==> src/rtl/lsu_pkg.sv <==
// lsu_pkg: shared encodings for the load/store unit.
// Holds the access-size codes, the control FSM state enum, the byte-lane
// enable constants and the alignment rule used when a request is accepted.
package lsu_pkg;

  typedef enum logic [1:0] {
    SIZE_BYTE = 2'b00,
    SIZE_HALF = 2'b01,
    SIZE_WORD = 2'b10,
    SIZE_ILL  = 2'b11
  } lsu_size_e;

  typedef enum logic [1:0] {
    ST_IDLE = 2'b00,
    ST_REQ  = 2'b01,
    ST_WAIT = 2'b10,
    ST_RESP = 2'b11
  } lsu_state_e;

  // Byte-lane enables before shifting by the address offset
  localparam logic [3:0] BE_NONE = 4'b0000;
  localparam logic [3:0] BE_BYTE = 4'b0001;
  localparam logic [3:0] BE_HALF = 4'b0011;
  localparam logic [3:0] BE_WORD = 4'b1111;

  // An access is unusable when it straddles its natural boundary or the
  // size code is the reserved one.
  function automatic logic lsu_misaligned(input logic [1:0] size, input logic [1:0] offs);
    logic mis;
    case (size)
      SIZE_BYTE: mis = 1'b0;
      SIZE_HALF: mis = offs[0];
      SIZE_WORD: mis = (offs != 2'b00);
      default:   mis = 1'b1;
    endcase
    return mis;
  endfunction

endpackage

==> src/rtl/lsu_lane_align.sv <==
// lsu_lane_align: purely combinational byte-lane steering.
// Store side: byte enables and lane-replicated write data for a request.
// Load side: shift the returned word down to the addressed lane and
// zero- or sign-extend byte/half results to 32 bits.
module lsu_lane_align
  import lsu_pkg::*;
(
  input  logic [1:0]  st_size,
  input  logic [1:0]  st_offs,
  input  logic [31:0] st_wdata,
  output logic [3:0]  st_be,
  output logic [31:0] st_wdata_rep,
  input  logic [1:0]  ld_size,
  input  logic [1:0]  ld_offs,
  input  logic        ld_unsigned,
  input  logic [31:0] ld_word,
  output logic [31:0] ld_data
);

  logic [31:0] ld_shift_s;
  logic        ld_sign_s;

  // Byte enables and replicated write data for the outgoing request
  always_comb begin
    st_be        = BE_NONE;
    st_wdata_rep = st_wdata;
    case (st_size)
      SIZE_BYTE: begin
        st_be        = BE_BYTE << st_offs;
        st_wdata_rep = {4{st_wdata[7:0]}};
      end
      SIZE_HALF: begin
        st_be        = BE_HALF << st_offs;
        st_wdata_rep = {2{st_wdata[15:0]}};
      end
      SIZE_WORD: begin
        st_be        = BE_WORD;
        st_wdata_rep = st_wdata;
      end
      default: begin
        st_be        = BE_NONE;
        st_wdata_rep = st_wdata;
      end
    endcase
  end

  // Move the addressed lane to bit 0 and extend it to a full word
  always_comb begin
    ld_shift_s = ld_word >> {ld_offs, 3'b000};
    ld_sign_s  = 1'b0;
    ld_data    = ld_shift_s;
    case (ld_size)
      SIZE_BYTE: begin
        ld_sign_s = ~ld_unsigned & ld_shift_s[7];
        ld_data   = {{24{ld_sign_s}}, ld_shift_s[7:0]};
      end
      SIZE_HALF: begin
        ld_sign_s = ~ld_unsigned & ld_shift_s[15];
        ld_data   = {{16{ld_sign_s}}, ld_shift_s[15:0]};
      end
      default: begin
        ld_sign_s = 1'b0;
        ld_data   = ld_shift_s;
      end
    endcase
  end

endmodule

==> src/rtl/load_store_unit.sv <==
// load_store_unit: single-outstanding load/store engine between the core
// control path and a req/gnt + rvalid memory port.
// Optional feature macro: LSU_TIMEOUT_EN -- when defined, an access that
// spends TIMEOUT_CYCLES cycles in REQ+WAIT is aborted with bus_err.
// All outputs are registers; rst_n clears every one of them asynchronously.
module load_store_unit
  import lsu_pkg::*;
#(
  parameter int TIMEOUT_CYCLES = 255
) (
  input  logic        clk,
  input  logic        rst_n,
  input  logic        start,
  input  logic        is_store,
  input  logic [1:0]  size,
  input  logic        load_unsigned,
  input  logic [31:0] addr,
  input  logic [31:0] wdata,
  output logic        busy,
  output logic        done,
  output logic [31:0] rdata,
  output logic        misaligned,
  output logic        bus_err,
  output logic        mem_req,
  output logic        mem_we,
  output logic [31:0] mem_addr,
  output logic [3:0]  mem_be,
  output logic [31:0] mem_wdata,
  input  logic        mem_gnt,
  input  logic        mem_rvalid,
  input  logic [31:0] mem_rdata
);

  lsu_state_e  state_r;
  logic        is_store_r;
  logic [1:0]  size_r;
  logic [1:0]  offs_r;
  logic        uns_r;

  logic        busy_r;
  logic        done_r;
  logic        misaligned_r;
  logic [31:0] rdata_r;
  logic        mem_req_r;
  logic        mem_we_r;
  logic [31:0] mem_addr_r;
  logic [3:0]  mem_be_r;
  logic [31:0] mem_wdata_r;

  logic        req_mis_s;
  logic [3:0]  req_be_s;
  logic [31:0] req_wdata_s;
  logic [31:0] ld_data_s;

  // Store steering works on the live request (registered at acceptance);
  // load extraction works on the captured size/offset of the access.
  lsu_lane_align u_lane_align (
    .st_size      (size),
    .st_offs      (addr[1:0]),
    .st_wdata     (wdata),
    .st_be        (req_be_s),
    .st_wdata_rep (req_wdata_s),
    .ld_size      (size_r),
    .ld_offs      (offs_r),
    .ld_unsigned  (uns_r),
    .ld_word      (mem_rdata),
    .ld_data      (ld_data_s)
  );

  assign req_mis_s = lsu_misaligned(size, addr[1:0]);

`ifdef LSU_TIMEOUT_EN
  localparam int CNT_W = (TIMEOUT_CYCLES > 1) ? $clog2(TIMEOUT_CYCLES) : 1;

  logic [CNT_W-1:0] tmo_cnt_r;
  logic             tmo_hit_s;
  logic             bus_err_r;

  // Last REQ/WAIT cycle allowed before the access is abandoned
  assign tmo_hit_s = (tmo_cnt_r == CNT_W'(TIMEOUT_CYCLES - 1));

  // Cycle counter spanning the whole REQ+WAIT interval of one access
  always_ff @(posedge clk or negedge rst_n) begin
    if (!rst_n) begin
      tmo_cnt_r <= {CNT_W{1'b0}};
    end else if ((state_r == ST_REQ) || (state_r == ST_WAIT)) begin
      tmo_cnt_r <= tmo_cnt_r + CNT_W'(1);
    end else begin
      tmo_cnt_r <= {CNT_W{1'b0}};
    end
  end

  assign bus_err = bus_err_r;
`else
  // Keeps the parameter referenced in builds without the abort counter
  localparam int unused_timeout_cycles_c = TIMEOUT_CYCLES;

  assign bus_err = 1'b0;
`endif

  // Control FSM; every output is updated together with the state
  always_ff @(posedge clk or negedge rst_n) begin
    if (!rst_n) begin
      state_r      <= ST_IDLE;
      is_store_r   <= 1'b0;
      size_r       <= 2'b00;
      offs_r       <= 2'b00;
      uns_r        <= 1'b0;
      busy_r       <= 1'b0;
      done_r       <= 1'b0;
      misaligned_r <= 1'b0;
      rdata_r      <= 32'h0000_0000;
      mem_req_r    <= 1'b0;
      mem_we_r     <= 1'b0;
      mem_addr_r   <= 32'h0000_0000;
      mem_be_r     <= 4'b0000;
      mem_wdata_r  <= 32'h0000_0000;
`ifdef LSU_TIMEOUT_EN
      bus_err_r    <= 1'b0;
`endif
    end else begin
      // Completion flags are single-cycle pulses
      done_r       <= 1'b0;
      misaligned_r <= 1'b0;
`ifdef LSU_TIMEOUT_EN
      bus_err_r    <= 1'b0;
`endif
      case (state_r)
        ST_IDLE: begin
          if (start) begin
            is_store_r <= is_store;
            size_r     <= size;
            offs_r     <= addr[1:0];
            uns_r      <= load_unsigned;
            busy_r     <= 1'b1;
            if (req_mis_s) begin
              // Rejected without touching the memory port
              state_r      <= ST_RESP;
              done_r       <= 1'b1;
              misaligned_r <= 1'b1;
            end else begin
              state_r     <= ST_REQ;
              mem_req_r   <= 1'b1;
              mem_we_r    <= is_store;
              mem_addr_r  <= {addr[31:2], 2'b00};
              mem_be_r    <= req_be_s;
              mem_wdata_r <= req_wdata_s;
            end
          end else begin
            state_r <= ST_IDLE;
          end
        end

        ST_REQ: begin
          if (mem_gnt) begin
            mem_req_r   <= 1'b0;
            mem_we_r    <= 1'b0;
            mem_addr_r  <= 32'h0000_0000;
            mem_be_r    <= 4'b0000;
            mem_wdata_r <= 32'h0000_0000;
            if (is_store_r) begin
              state_r <= ST_RESP;
              done_r  <= 1'b1;
            end else begin
              state_r <= ST_WAIT;
            end
          end
`ifdef LSU_TIMEOUT_EN
          else if (tmo_hit_s) begin
            mem_req_r   <= 1'b0;
            mem_we_r    <= 1'b0;
            mem_addr_r  <= 32'h0000_0000;
            mem_be_r    <= 4'b0000;
            mem_wdata_r <= 32'h0000_0000;
            state_r     <= ST_RESP;
            done_r      <= 1'b1;
            bus_err_r   <= 1'b1;
          end
`endif
          else begin
            state_r <= ST_REQ;
          end
        end

        ST_WAIT: begin
          if (mem_rvalid) begin
            rdata_r <= ld_data_s;
            state_r <= ST_RESP;
            done_r  <= 1'b1;
          end
`ifdef LSU_TIMEOUT_EN
          else if (tmo_hit_s) begin
            state_r   <= ST_RESP;
            done_r    <= 1'b1;
            bus_err_r <= 1'b1;
          end
`endif
          else begin
            state_r <= ST_WAIT;
          end
        end

        ST_RESP: begin
          state_r <= ST_IDLE;
          busy_r  <= 1'b0;
        end

        default: begin
          state_r     <= ST_IDLE;
          busy_r      <= 1'b0;
          mem_req_r   <= 1'b0;
          mem_we_r    <= 1'b0;
          mem_addr_r  <= 32'h0000_0000;
          mem_be_r    <= 4'b0000;
          mem_wdata_r <= 32'h0000_0000;
        end
      endcase
    end
  end

  assign busy       = busy_r;
  assign done       = done_r;
  assign misaligned = misaligned_r;
  assign rdata      = rdata_r;
  assign mem_req    = mem_req_r;
  assign mem_we     = mem_we_r;
  assign mem_addr   = mem_addr_r;
  assign mem_be     = mem_be_r;
  assign mem_wdata  = mem_wdata_r;

endmodule

==> config.mk <==
export PLATFORM = sky130hd
export DESIGN_NAME = load_store_unit
export DESIGN_NICKNAME = d
export VERILOG_FILES = /design/src/rtl/lsu_pkg.sv /design/src/rtl/lsu_lane_align.sv /design/src/rtl/load_store_unit.sv
export SDC_FILE = /design/constraint.sdc
export NUM_CORES = 1
export LEC_CHECK = 0
export ABC_AREA = 0
export CAP_MARGIN = 15
export CORE_UTILIZATION = 45
export DETAILED_ROUTE_END_ITERATION = 8
export GPL_TIMING_DRIVEN = 0
export MAX_ROUTING_LAYER = met4
export PLACE_DENSITY = 0.78
export SLEW_MARGIN = 20
export SYNTH_ARGS = -nofsm -noshare
export SYNTH_HDL_FRONTEND = slang
export SYNTH_SLANG_ARGS = --single-unit
==> constraint.sdc <==
create_clock -name clk -period 2.1 [get_ports clk]
set_input_delay 0.315 -clock clk [delete_from_list [all_inputs] [get_ports clk]]
set_output_delay 0.315 -clock clk [all_outputs]
set_load 0.05 [all_outputs]
==> reports/qor.csv <==
metric,value,unit
wl,16.2,mm
num_rows,40,
startpoint,state_r[1],
fillCellCount,976,
vias,4761,
fp.dieArea,12900,µm²
reg2reg_slack,0.09,ns
crit_arrival,2.29,ns
grt_max_degree,60,
die_w,114,µm
slowest_delay,0.52,ns
final_cell_mix,"clkdlybuf4s50_1 (202), dfrtp_1 (111), mux2_2 (68)",
fin_util,0.684,
die_y,114,µm
tns,0,ns
syn_inst,506,
cts_root_buf,clkbuf_16,
antenna_found_initial,2,
coreArea,12100,µm²
placed_area,7930,µm²
syn_avg_cell_area,11.1,µm²
dr.pass1.iters,4,
end_kind,register,
grt_use_total,0.268,
setup_viol,0,
cts_max_level,3,
ys_seq_area_frac,0.494,
drc_errors,0,
peakVddDrop,1.16,mV
period_share,0.956,
synth-edff-count,0,
dp_hpwl,12.1,mm
grt_pass1_vias,5002,
synth_cell_types,35,
gr-total-overflow,0,
maxSlewViolCount,0,
gp_congestion,0.891,
crit_type,register to register,
reg2reg_depth,6,
layout_min_cycle_time,2.01,ns
synth_seq_cells,111,
routedWlPerCell,18.0,µm
syn_area,5620,µm²
regArea,2780,µm²
first_iter_violations,340,
grt_setup_unrepaired,no,
multi_input_area,2650,µm²
insertion_delay,0.35,ns
clockBufferDepth,2,
worstReg2RegStart,state_r[1],
yosys_warnings,0,
hp-class,primary input to register,
nets,833,
r2r-end,rdata[8],
portBuffers,206,
area_growth,47.3,%
finalPower,0.0142,W
ioPinCount,211,
crit_chain,"buf_2, nand2_1, or2_2, clkbuf_1, a21oi_1, a22o_1",
startpoint_type,register,
cp.required,2.39,ns
skew,0.00761,ns
start_util,0.464,
cts_tree,yes,
layout_commonest_cell,clkdlybuf4s50_1,
p_leak,3.61,nW
cts.sink_count,111,
cpMaxStageDelayCell,a21oi_1,
viasPerCell,5.27,
postSynth.asyncResetShare,1.00,
drv_cap,0,
crit_path_end,rdata[8],
power_density,1720,nW/µm²
status,"complete, no violations",
grt_pass1_wl,25.9,mm
clk_pin_slew_worst_paths,0.07,ns
antenna_left,0,
worst_slew_margin_rel,0.595,
drive_gt1_frac,0.175,
fmax,0.498,GHz
synth_ff_type,dfrtp_1,
worstMarginPinSlew,0.607,ns
cts_buffers,9,
crit_path_max_fanout,10,
hold_viol,0,
fin_area,8290,µm²
[where the power goes]
part           leakage (nW)  total (W)  internal, W  switching (W)
clock                 0.149    0.00172     0.000959       0.000766
combinational          2.09    0.00879      0.00334        0.00545
sequential             1.37    0.00372      0.00313       0.000589
total                  3.61     0.0142      0.00743        0.00680
[state kept, by name, summed over array words and instances, names as in the netlist]
name        count
mem_addr       30
misaligned      1
size_r          2
offs_r          2
mem_wdata      32
mem_be          4
done            1
mem_we          1
uns_r           1
rdata          32
mem_req         1
is_store_r      1
busy            1
state_r         2
[per-layer routing]
metal  GRT usage  vias to the layer above  routed length (µm)
li1            -                     2203                   -
met1       0.343                     2348                7030
met2       0.428                      180                8010
met3      0.0542                       30                 788
met4      0.0883                        0                 388
met5           -                        -                   0
[final cells by class]
cell class / count / share of cell area
Timing Repair Buffer: 209 / 0.255
Inverter: 5 / 0.00227
Antenna cell: 2 / 0.000604
Clock inverter: 5 / 0.00695
Multi-Input combinational cell: 352 / 0.319
Clock buffer: 11 / 0.0293
Buffer: 40 / 0.0255
Sequential cell: 111 / 0.335
Tap cell: 168 / 0.0254
[metrics by stage]
step | hold slack, ns | cells | worst slack [ns]
after floorplan | 0.0194 | 508 | 0.288
after global placement | 0.468 | 882 | -3.51
after detailed placement | 0.301 | 883 | -0.416
after CTS | 0.488 | 900 | 0.0160
after global routing | 0.402 | 903 | 0.000691
final | 0.415 | 903 | 0.0933
[worst min path at each step]
stage                         from             to  cells past startpoint
after floorplan              rst_n           busy                      0
after global placement    rdata[7]       rdata[7]                      2
after detailed placement     rst_n  mem_wdata[22]                      1
after CTS                 rdata[7]       rdata[7]                      2
after global routing       addr[0]      offs_r[0]                      2
final                      addr[1]      offs_r[1]                      2
[cells by family after synthesis]
| group | count (synthesis) | share of synthesized area |
|---|---|---|
| DFF | 111 | 0.494 |
| buffers and inverters | 45 | 0.0392 |
| AOI/OAI and AO/OA | 108 | 0.114 |
| other | 1 | 0.000667 |
| muxes | 115 | 0.239 |
| and+or+nand+nor | 126 | 0.113 |
[critical path, delay by kind of cell (launching register included)]
kind	cells	cell delay, ns
compound gates	2	0.74
flops	1	0.36
buf+inv	2	0.43
simple gates	2	0.42
[cells in the mapped netlist (2+ instances only)]
master,number,area (µm²)
o21ai_0,20,100
nor2_1,33,124
buf_1,3,11.3
buf_6,4,45.0
a22o_1,7,61.3
nor2b_1,49,307
mux2_2,68,766
or3_1,2,12.5
or2_2,2,12.5
a21oi_1,54,270
o22a_1,8,70.1
mux2i_1,27,270
buf_4,3,22.5
nand3b_1,2,15.0
dfrtp_1,111,2780
mux2_4,19,285
a211oi_1,9,67.6
inv_1,5,18.8
nand2_1,32,120
nand4b_1,2,17.5
clkbuf_1,22,82.6
buf_2,8,40.0
o211ai_1,2,15.0
nand2b_1,2,12.5
a21o_1,2,15.0
[what timing repair did]
item / CTS / global route
pin swaps: 1 / 1
gates resized for setup: 3 / 9
endpoints found under the setup margin: 30 / 59
hold endpoints to repair: 52 / 0
gates cloned: 0 / 0
buffers inserted: 0 / 1
hold buffers: 1 / 0
Power figures use the tool's default switching activity.
